--- src/rtl/qtcore_scan_ctrl_if.sv ---
// Command/result bundle between a host sequencer and qtcore_scan_ctrl.
// Handshake: a command transfers on a clk_in edge where cmd_valid_in and cmd_ready_out are both high.
interface qtcore_scan_ctrl_if #(
    parameter int CHAIN_LEN = 160,
    parameter int CNT_W     = 16
);
    logic                 cmd_valid_in;
    logic                 cmd_ready_out;
    logic [1:0]           cmd_op_in;
    logic [CHAIN_LEN-1:0] load_data_in;
    logic [CNT_W-1:0]     run_max_in;
    logic [CHAIN_LEN-1:0] unload_data_out;
    logic [CNT_W-1:0]     cycles_out;
    logic                 halted_out;
    logic                 done_out;
    logic                 err_out;

    modport master (
        output cmd_valid_in, cmd_op_in, load_data_in, run_max_in,
        input  cmd_ready_out, unload_data_out, cycles_out, halted_out, done_out, err_out
    );

    modport slave (
        input  cmd_valid_in, cmd_op_in, load_data_in, run_max_in,
        output cmd_ready_out, unload_data_out, cycles_out, halted_out, done_out, err_out
    );
endinterface

--- src/rtl/qtcore_scan_ctrl.sv ---
// Scan-chain sequencer for a QTCore: core reset pulse, chain load/unload, budgeted run until halt.
// Define QTCORE_SCAN_CTRL_RUN_EN to enable the RUN command; otherwise op 2 is rejected like op 3.
module qtcore_scan_ctrl #(
    parameter int CHAIN_LEN  = 160,
    parameter int CNT_W      = 16,
    parameter int RST_CYCLES = 2,
    parameter int MIN_RUN    = 4
) (
    input  logic              clk_in,
    input  logic              rst_in,
    qtcore_scan_ctrl_if.slave cmd,
    output logic              core_rst_out,
    output logic              core_scan_enable_out,
    output logic              core_proc_en_out,
    output logic              core_scan_in_out,
    input  logic              core_scan_out_in,
    output logic [2:0]        state_dbg
);
    localparam int SCNT_W = $clog2(CHAIN_LEN + 1);
    localparam int RCNT_W = $clog2(RST_CYCLES + 1);
    localparam logic [SCNT_W-1:0] SHIFT_LAST = SCNT_W'(CHAIN_LEN - 1);
    localparam logic [RCNT_W-1:0] RST_LAST   = RCNT_W'(RST_CYCLES - 1);

    typedef enum logic [2:0] {
        S_IDLE  = 3'd0,
        S_CRST  = 3'd1,
        S_SHIFT = 3'd2,
        S_RUN   = 3'd3,
        S_DONE  = 3'd4
    } state_t;

    state_t               state;
    logic [CHAIN_LEN-1:0] sreg;
    logic [CHAIN_LEN-1:0] unload_q;
    logic [SCNT_W-1:0]    scnt;
    logic [RCNT_W-1:0]    rcnt;
    logic                 err_q;

    assign cmd.cmd_ready_out   = (state == S_IDLE);
    assign cmd.unload_data_out = unload_q;
    assign cmd.done_out        = (state == S_DONE);
    assign cmd.err_out         = err_q;
    assign core_rst_out         = (state == S_CRST);
    assign core_scan_enable_out = (state == S_SHIFT);
    assign core_scan_in_out     = (state == S_SHIFT) && sreg[CHAIN_LEN-1];
    assign state_dbg            = state;

`ifdef QTCORE_SCAN_CTRL_RUN_EN
    logic [CNT_W-1:0] cnt;
    logic [CNT_W-1:0] run_max;
    logic [CNT_W-1:0] cycles_q;
    logic             halted_q;
    logic             stop;

    // The halt line is ignored for the first MIN_RUN cycles; the budget check keeps cnt from wrapping.
    assign stop = (cnt == run_max) || ((cnt >= CNT_W'(MIN_RUN)) && core_scan_out_in);
    assign core_proc_en_out = (state == S_RUN) && !stop;
    assign cmd.cycles_out   = cycles_q;
    assign cmd.halted_out   = halted_q;
`else
    logic run_unused;
    assign run_unused       = ^{cmd.run_max_in, MIN_RUN > 0};
    assign core_proc_en_out = 1'b0;
    assign cmd.cycles_out   = '0;
    assign cmd.halted_out   = 1'b0;
`endif

    always_ff @(posedge clk_in) begin
        if (rst_in) begin
            state    <= S_IDLE;
            sreg     <= '0;
            unload_q <= '0;
            scnt     <= '0;
            rcnt     <= '0;
            err_q    <= 1'b0;
`ifdef QTCORE_SCAN_CTRL_RUN_EN
            cnt      <= '0;
            run_max  <= '0;
            cycles_q <= '0;
            halted_q <= 1'b0;
`endif
        end else begin
            err_q <= 1'b0;
            case (state)
                S_IDLE: begin
                    if (cmd.cmd_valid_in) begin
                        case (cmd.cmd_op_in)
                            2'd0: begin
                                rcnt  <= '0;
                                state <= S_CRST;
                            end
                            2'd1: begin
                                sreg  <= cmd.load_data_in;
                                scnt  <= '0;
                                state <= S_SHIFT;
                            end
`ifdef QTCORE_SCAN_CTRL_RUN_EN
                            2'd2: begin
                                cnt     <= '0;
                                run_max <= cmd.run_max_in;
                                state   <= S_RUN;
                            end
`endif
                            default: err_q <= 1'b1;
                        endcase
                    end
                end
                S_CRST: begin
                    if (rcnt == RST_LAST) state <= S_DONE;
                    else                  rcnt  <= rcnt + 1'b1;
                end
                S_SHIFT: begin
                    // MSB leaves toward the core while the core's scan output enters at bit 0.
                    sreg <= {sreg[CHAIN_LEN-2:0], core_scan_out_in};
                    scnt <= scnt + 1'b1;
                    if (scnt == SHIFT_LAST) begin
                        unload_q <= {sreg[CHAIN_LEN-2:0], core_scan_out_in};
                        state    <= S_DONE;
                    end
                end
`ifdef QTCORE_SCAN_CTRL_RUN_EN
                S_RUN: begin
                    if (stop) begin
                        halted_q <= core_scan_out_in;
                        cycles_q <= cnt;
                        state    <= S_DONE;
                    end else begin
                        cnt <= cnt + 1'b1;
                    end
                end
`endif
                S_DONE:  state <= S_IDLE;
                default: state <= S_IDLE;
            endcase
        end
    end
endmodule
--- src/flat_wrapper.sv ---
// flat-port wrapper written by rule: the top's interface ports become plain ports
module qtcore_scan_ctrl_flat 
#(
    parameter int CHAIN_LEN  = 160,
    parameter int CNT_W      = 16,
    parameter int RST_CYCLES = 2,
    parameter int MIN_RUN    = 4
)
  (clk_in, rst_in, core_rst_out, core_scan_enable_out, core_proc_en_out, core_scan_in_out, core_scan_out_in, state_dbg, cmd_cmd_valid_in, cmd_cmd_op_in, cmd_load_data_in, cmd_run_max_in, cmd_cmd_ready_out, cmd_unload_data_out, cmd_cycles_out, cmd_halted_out, cmd_done_out, cmd_err_out);
  qtcore_scan_ctrl_if #(.CHAIN_LEN(CHAIN_LEN), .CNT_W(CNT_W)) cmd_i ();
  input  logic clk_in;
  input  logic rst_in;
  output logic core_rst_out;
  output logic core_scan_enable_out;
  output logic core_proc_en_out;
  output logic core_scan_in_out;
  input  logic core_scan_out_in;
  output logic [2:0] state_dbg;
  input wire logic [$bits(cmd_i.cmd_valid_in)-1:0] cmd_cmd_valid_in;
  input wire logic [$bits(cmd_i.cmd_op_in)-1:0] cmd_cmd_op_in;
  input wire logic [$bits(cmd_i.load_data_in)-1:0] cmd_load_data_in;
  input wire logic [$bits(cmd_i.run_max_in)-1:0] cmd_run_max_in;
  output wire logic [$bits(cmd_i.cmd_ready_out)-1:0] cmd_cmd_ready_out;
  output wire logic [$bits(cmd_i.unload_data_out)-1:0] cmd_unload_data_out;
  output wire logic [$bits(cmd_i.cycles_out)-1:0] cmd_cycles_out;
  output wire logic [$bits(cmd_i.halted_out)-1:0] cmd_halted_out;
  output wire logic [$bits(cmd_i.done_out)-1:0] cmd_done_out;
  output wire logic [$bits(cmd_i.err_out)-1:0] cmd_err_out;
  assign cmd_i.cmd_valid_in = cmd_cmd_valid_in;
  assign cmd_i.cmd_op_in = cmd_cmd_op_in;
  assign cmd_i.load_data_in = cmd_load_data_in;
  assign cmd_i.run_max_in = cmd_run_max_in;
  assign cmd_cmd_ready_out = cmd_i.cmd_ready_out;
  assign cmd_unload_data_out = cmd_i.unload_data_out;
  assign cmd_cycles_out = cmd_i.cycles_out;
  assign cmd_halted_out = cmd_i.halted_out;
  assign cmd_done_out = cmd_i.done_out;
  assign cmd_err_out = cmd_i.err_out;
  qtcore_scan_ctrl #(.CHAIN_LEN(CHAIN_LEN), .CNT_W(CNT_W), .RST_CYCLES(RST_CYCLES), .MIN_RUN(MIN_RUN)) u_core (.clk_in(clk_in), .rst_in(rst_in), .cmd(cmd_i), .core_rst_out(core_rst_out), .core_scan_enable_out(core_scan_enable_out), .core_proc_en_out(core_proc_en_out), .core_scan_in_out(core_scan_in_out), .core_scan_out_in(core_scan_out_in), .state_dbg(state_dbg));
endmodule
--- config.mk ---
export PLATFORM = sky130hd
export DESIGN_NAME = qtcore_scan_ctrl_flat
export DESIGN_NICKNAME = d
export VERILOG_FILES = /design/src/rtl/qtcore_scan_ctrl_if.sv /design/src/rtl/qtcore_scan_ctrl.sv /design/src/flat_wrapper.sv
export SDC_FILE = /design/constraint.sdc
export NUM_CORES = 1
export LEC_CHECK = 0
export ABC_CLOCK_PERIOD_IN_PS = 2800
export CAP_MARGIN = 30
export CORE_MARGIN = 1.5
export CORE_UTILIZATION = 48
export CTS_CLUSTER_DIAMETER = 120
export DETAILED_ROUTE_END_ITERATION = 7
export HOLD_SLACK_MARGIN = 0.03
export MAX_ROUTING_LAYER = met4
export PLACE_DENSITY = 0.81
export SYNTH_ARGS = -nofsm -noshare
export SYNTH_HDL_FRONTEND = slang
export SYNTH_SLANG_ARGS = --single-unit
--- constraint.sdc ---
create_clock -name clk_in -period 2.8 [get_ports clk_in]
set_clock_uncertainty 0.15 [all_clocks]
set_input_delay 0.28 -clock clk_in [delete_from_list [all_inputs] [get_ports clk_in]]
set_output_delay 0.28 -clock clk_in [all_outputs]
set_load 0.02 [all_outputs]
==> results of run 1 <==
## worst max-delay path, stage by stage (launching register included)
cell	delay (ns)
dfxtp_1	0.32
buf_4	0.17
or2_2	0.34
nor2_1	0.17
clkdlybuf4s50_1	0.68
## routing by layer
layer  up-vias  GRT usage [%]  part of all wire, %
met4         0           9.70                  2.9
met5         -              -                    0
met2       460           42.3                   47
met3        65           6.32                  8.0
li1       6157              -                    -
met1      5902           31.3                   42
## layout make-up
type | instances | area (sq um)
Clock buffer | 53 | 1050
Timing Repair Buffer | 357 | 3690
Clock inverter | 5 | 92.6
Antenna cell | 3 | 7.51
Sequential cell | 334 | 6690
Tap cell | 341 | 427
Multi-Input combinational cell | 1209 | 5720
Inverter | 4 | 20.0
Fill cell | 2256 | 9180
## kinds of logic after synthesis
group	after synthesis	synth area share (%)
AND/OR/NAND/NOR	848	25.0
AO/OA/AOI/OAI	341	17.8
flip-flops	334	51.1
buffers and inverters	168	5.84
adder cells (fa/ha/maj)	2	0.191
other	1	0.0287
## stage by stage
step	setup slack, ns	std cells
final	0.176	2306
after global routing	0.0871	2306
after CTS	0.144	2303
after detailed placement	0.316	2244
after global placement	0.415	2244
after floorplan	0.484	1711
## power groups by stage
stage               clock [mW]  sequential (mW)  combinational (mW)
floorplan                    0             5.19               0.635
global placement             0             5.22               0.981
detailed placement           0             5.23                1.01
CTS                       4.70             5.13                1.02
global route              4.90             5.16                1.13
finish                    4.62             5.14                1.02
## registers in the layout (all words and copies together), names as in the netlist
signal                      count
u_core.cmd.unload_data_out    160
u_core.scnt                     8
u_core.cmd.err_out              1
u_core.state_dbg                3
u_core.rcnt                     2
u_core.sreg                   160
## cells in the final DEF, fill, tap and decap left out, drive strengths merged, types with 2 or more instances in the layout
| cell type | synthesis | routed |
|---|---|---|
| a21oi | 169 | 169 |
| a311oi | 162 | 162 |
| buf | 60 | 23 |
| bufinv | 0 | 2 |
| clkbuf | 104 | 53 |
| clkdlybuf4s50 | 0 | 333 |
| conb | 1 | 18 |
| dfxtp | 334 | 334 |
| diode | 0 | 3 |
| ha | 2 | 2 |
| inv | 4 | 5 |
| nand2 | 651 | 651 |
| nand3 | 2 | 2 |
| nand3b | 2 | 2 |
| nor2 | 170 | 170 |
| nor2b | 2 | 2 |
| nor3 | 5 | 5 |
| o21ai | 3 | 3 |
| or3 | 4 | 4 |
| or3b | 2 | 2 |
## how the worst min path moves through the flow
stage                                          startpoint                              end  slack [ns]  cells after the start
final                               cmd_load_data_in[159]                 u_core.sreg[159]        0.19                      3
after global routing                cmd_load_data_in[159]                 u_core.sreg[159]        0.19                      3
after CTS                           cmd_load_data_in[159]                 u_core.sreg[159]        0.17                      3
after detailed placement  u_core.cmd.unload_data_out[132]  u_core.cmd.unload_data_out[132]        0.29                      2
after global placement    u_core.cmd.unload_data_out[130]  u_core.cmd.unload_data_out[130]        0.29                      2
after floorplan                          core_scan_out_in    u_core.cmd.unload_data_out[0]        0.27                      2
==> reports/qor.yml, run 1 <==
synth:
  ys.flop_type: "dfxtp_1"
  yosysSeqAreaShare_pct: 51.1
  synth-edff-count: 0
  synth_top_area_share_pct: 51.1
  yosysWarnings: 0
  synth_area_sq_mm: 0.0131
  synth.most_common_cell: "nand2_1"
  yosys-top-cells-area: "dfxtp_1 (51%), nand2_1 (19%), a311oi_1 (11%)"
  synth_area_leader_cell: "dfxtp_1"
  synthCells: 1694
  synth.distinct_cells: 37
  netlist_top_cells_count: "nand2_1 (651), dfxtp_1 (334), nor2_1 (170)"
  async_flop_share_pct: 0
  syn-mean-instance-area_sq_um: 7.73
  synth_seq_cells: 334
pwr:
  power.density_mw_per_mm2: 609
  switching_share_pct: 23.7
  clkPwrFrac_pct: 42.9
  pwr-share-seq_pct: 47.7
  intPower_mw: 8.22
  peakVddDrop_mv: 0.440
  p_leak_nw: 6.11
  power_switching_mw: 2.55
  total_power_mw: 10.8
  power_frac_comb_pct: 9.5
global_routing:
  grt_max_degree: 166
  grt_pass1_wl_um: 59000
  overflow: 0
  gr-usage-all-layers_pct: 26.0
  antenna_found_initial: 3
  grt_pass1_vias: 11900
critical_path:
  ff2ff_path_depth: 5
  required_ns: 2.37
  worst-path-max-fanout: 9
  path_class: "reg2out"
  rr_startpoint: "u_core.state_dbg[1]"
  rr_endpoint: "u_core.cmd.unload_data_out[6]"
  worstSetupEndpoint: "cmd_cmd_ready_out"
  critPathLaunchType: "flop"
  crit_path_start: "u_core.state_dbg[0]"
  end_kind: "output port"
  arrival_ns: 2.19
  reg2reg_slack_ns: 0.37
route:
  dr.pass1.iters: 5
  drcViolationCount: 0
  wire_per_inst_um: 16.0
  routed_via_density: 5.46
  drt-initial-drc-count: 1116
  ant_nets: 0
  routed_wl_um: 36900
  dr_total_vias: 12600
sta:
  max_freq_mhz: 381
  worst_pin_slew_ns: 0.844
  slew_headroom_pct: 43.7
  setup_viol_count_final: 0
  slew_viol_final: 0
  min_period_over_period_pct: 93.7
  worst_hold_slack_ns: 0.190
  fin_setup_tns_ns: 0
  rsz0062_at_grt: "false"
  finalHoldViolations: 0
  period_needed_ns: 2.62
floorplanning:
  die_y_um: 168
  core_area_sq_mm: 0.0269
  dieArea_sq_mm: 0.0283
  ioPinCount: 369
  core.rowCount: 60
  die_w_um: 168
  floorplan.initialDensity_pct: 48.7
clock_network:
  cts_max_path_buffers: 3
  cts.sinks: 334
  hold_buffers: 1
  post_cts_resized: 0
  numCtsBuffers: 35
  root_buffer: "clkbuf_16"
  cts_tree: "built"
  worstSkewPairLatency_ns: 0.51
  clk_pin_slew_ns: 0.06
  htree_levels: 2
  cts_setup_buffers: 0
finish:
  nets: 2125
  fin_util_pct: 65.8
  drive_above_1_share_pct: 4.08
  final_area_sq_mm: 0.0177
  syn_to_final_growth_pct: 35.2
run:
  cap_violations: 0
place:
  dp.final_hpwl_um: 23500
  numPortBuffers: 334
  place_congestion: 0.874
  post_dp_cell_area_sq_mm: 0.0165
status:
  status: "finished clean"
min_path:
  hp-class: "in2reg"
Note: power is estimated with default switching activity, not from simulation.
==> inputs of run 2 (changes only) <==
--- a/config.mk
+++ b/config.mk
@@ -7,13 +7,15 @@
 export LEC_CHECK = 0
 export ABC_CLOCK_PERIOD_IN_PS = 2800
 export CAP_MARGIN = 30
+export CELL_PAD_IN_SITES_DETAIL_PLACEMENT = 1
+export CELL_PAD_IN_SITES_GLOBAL_PLACEMENT = 1
 export CORE_MARGIN = 1.5
-export CORE_UTILIZATION = 48
+export CORE_UTILIZATION = 34
 export CTS_CLUSTER_DIAMETER = 120
 export DETAILED_ROUTE_END_ITERATION = 7
 export HOLD_SLACK_MARGIN = 0.03
 export MAX_ROUTING_LAYER = met4
-export PLACE_DENSITY = 0.81
+export PLACE_DENSITY = 0.8
 export SYNTH_ARGS = -nofsm -noshare
 export SYNTH_HDL_FRONTEND = slang
 export SYNTH_SLANG_ARGS = --single-unit
==> run 2 against run 1 <==
Against the previous run:
- critical path depth fell by 1
- first-iteration DRC count fell by 39%
- largest cell class unchanged
- count of clock-buffer cells in the layout rose by 4
- critical path type unchanged
- worst setup slack got worse by 0.056 ns
==> reports/qor.yml, run 2 (synthesis gave the netlist of run 1 again) <==
finish:
  final_cell_mix: "nand2_1 (651), dfxtp_1 (334), clkdlybuf4s50_1 (333), nor2_1 (170), a21oi_1 (168)"  # unchanged
  drive_above_1_share_pct: 4.85  # was 4.08%
  final_common_cell: "nand2_1"  # unchanged
  syn_to_final_growth_pct: 38.5  # was 35.2%
  instances_no_fill: 2495  # was 2306
  nets: 2135  # was 2125
global_routing:
  antenna_found_initial: 4  # was 3
  grt_pass1_vias: 13000  # was 11900
  grt_pass1_wl_um: 69000  # was 59000 um
  overflow: 0  # unchanged
  grt_max_degree: 115  # was 166
  gr-usage-all-layers_pct: 22.2  # was 26.0%
clock_network:
  cts_tree: "built"  # unchanged
  cts_setup_buffers: 0  # unchanged
  post_cts_resized: 0  # unchanged
  numCtsBuffers: 39  # was 35
  worstSkewPairLatency_ns: 0.54  # was 0.51 ns
  clk_pin_slew_ns: 0.06  # about the same
  root_buffer: "clkbuf_16"  # unchanged
  cts.sinks: 334  # unchanged
  hold_buffers: 1  # unchanged
  htree_levels: 2  # unchanged
  cts_max_path_buffers: 3  # unchanged
run:
  cap_violations: 0  # unchanged
critical_path:
  arrival_ns: 2.25  # was 2.19 ns
  cp_slowest_cell: "clkdlybuf4s50_1"  # unchanged
  rr_endpoint: "u_core.cmd.unload_data_out[71]"  # was u_core.cmd.unload_data_out[6]
  required_ns: 2.37  # about the same
  cp_top_family: "buffers and inverters"  # unchanged
  cpPeakStageDelay_ns: 0.66  # was 0.68 ns
  end_kind: "output port"  # unchanged
  path_class: "reg2out"  # unchanged
  ff2ff_path_depth: 5  # unchanged
  cp_num_buf_inv: 1  # was 2
  worstPathCellList: "or2_2 > nor2_1 > clkdlybuf4s50_1"  # was buf_4 > or2_2 > nor2_1 > clkdlybuf4s50_1
  reg2reg_slack_ns: 0.27  # was 0.37 ns
  rr_startpoint: "u_core.state_dbg[0]"  # was u_core.state_dbg[1]
  critPathLaunchType: "flop"  # unchanged
  worst-path-max-fanout: 10  # was 9
min_path:
  holdPathStages: 3  # unchanged
  hold_end: "u_core.sreg[102]"  # was u_core.sreg[159]
  hp-class: "in2reg"  # unchanged
  hp-start: "cmd_load_data_in[102]"  # was cmd_load_data_in[159]
pwr:
  power_frac_comb_pct: 9.5  # about the same
  intPower_mw: 8.49  # was 8.22 mW
  p_leak_nw: 6.21  # was 6.11 nW
  clkPwrFrac_pct: 44.8  # was 42.9%
  switching_share_pct: 24.7  # was 23.7%
  power_switching_mw: 2.79  # was 2.55 mW
  pwr-share-seq_pct: 45.6  # was 47.7%
  peakVddDrop_mv: 0.401  # was 0.440 mV
  power.density_mw_per_mm2: 622  # was 609 mW/mm^2
sta:
  setup_viol_count_final: 0  # unchanged
  finalHoldViolations: 0  # unchanged
  period_needed_ns: 2.68  # was 2.62 ns
  worst_pin_slew_ns: 0.757  # was 0.844 ns
  max_freq_mhz: 373  # was 381 MHz
  setup_ws_ns: 0.121  # was 0.176 ns
  slew_viol_final: 0  # unchanged
  slew_headroom_pct: 49.6  # was 43.7%
  fin_setup_tns_ns: 0  # unchanged
  rsz0062_at_grt: "false"  # unchanged
  min_period_over_period_pct: 95.7  # was 93.7%
floorplanning:
  die_w_um: 199  # was 168 um
  floorplan.initialDensity_pct: 34.7  # was 48.7%
  die_y_um: 199  # was 168 um
  core_area_sq_mm: 0.0378  # was 0.0269 sq mm
  dieArea_sq_mm: 0.0397  # was 0.0283 sq mm
  ioPinCount: 369  # unchanged
  core.rowCount: 71  # was 60
route:
  wire_per_inst_um: 17.6  # was 16.0 um
  routed_wl_um: 43900  # was 36900 um
  ant_nets: 0  # unchanged
  dr.pass1.iters: 5  # unchanged
  drcViolationCount: 0  # unchanged
  dr_total_vias: 12800  # was 12600
  drt-initial-drc-count: 682  # was 1116
  routed_via_density: 5.12  # was 5.46
place:
  numPortBuffers: 334  # unchanged
  dp.final_hpwl_um: 28600  # was 23500 um
  post-place-ws_ns: 0.302  # was 0.316 ns
  place_congestion: 0.783  # was 0.874
  dp.cells: 2420  # was 2244
status:
  status: "finished clean"  # unchanged
==> run 2: cell count changes in the layout (fill, tap and decap cells not counted), moves of 2 or more <==
cell,change
buf_4,+3
clkinvlp_4,+2
buf_12,+3
clkbuf_16,+4
clkinv_2,+4
diode_2,+2
==> run 2: metal layers <==
metal,wire (um),vias to the layer above,share of wire (%),global-route usage (%)
met2,20900,337,48,36.1
met5,0,-,0,-
met4,1110,0,2.5,7.35
met1,18500,6187,42,26.6
li1,-,6168,-,-
met3,3320,72,7.6,5.96
==> run 2: area by class of cell <==
cell class                 instances  area, sq um
clock inverter                    12          136
multi-input combinational       1209         5720
timing repair buffer             363         3770
tap                              511          639
sequential                       334         6690
clock buffer                      57         1140
fill                            4502        19600
antenna                            5         12.5
inverter                           4         20.0
==> run 2: how the worst max path moves through the flow <==
stage,from,endpoint,slack [ns],depth (start not counted)
floorplan,u_core.state_dbg[0],u_core.cmd.unload_data_out[10],0.48,8
global placement,cmd_cmd_op_in[1],u_core.sreg[11],0.42,7
detailed placement,cmd_cmd_op_in[1],u_core.sreg[10],0.30,7
CTS,u_core.state_dbg[0],core_scan_enable_out,0.09,3
global route,u_core.state_dbg[0],cmd_cmd_ready_out,0.03,3
finish,u_core.state_dbg[0],cmd_cmd_ready_out,0.12,3
==> run 2: through the flow <==
step / utilization, % / power (mW) / instance area, sq um / hold WS (ns)
after floorplan: - / 5.83 / 13200 / 0.270
after global placement: 44.6 / 6.26 / 16800 / 0.288
after detailed placement: 44.6 / 6.31 / 16800 / 0.294
after CTS: 48.0 / 11.4 / 18100 / 0.144
after global routing: 48.0 / 11.8 / 18100 / 0.170
final: 48.0 / 11.3 / 18100 / 0.164
==> run 2: power by group through the flow <==
stage / Clock (mW) / Combinational, mW / Sequential, mW
after global routing: 5.40 / 1.19 / 5.17
final: 5.06 / 1.07 / 5.15
after detailed placement: 0 / 1.07 / 5.24
after CTS: 5.18 / 1.08 / 5.14
after floorplan: 0 / 0.635 / 5.19
after global placement: 0 / 1.03 / 5.23
==> run 2: worst reg2reg max path, delay by kind of cell, from the launching register on <==
family                 cells  cell delay (ns)
AND/OR/NAND/NOR            3             1.49
flip-flops                 1             0.44
buffers and inverters      1             0.22
AO/OA/AOI/OAI              1             0.10
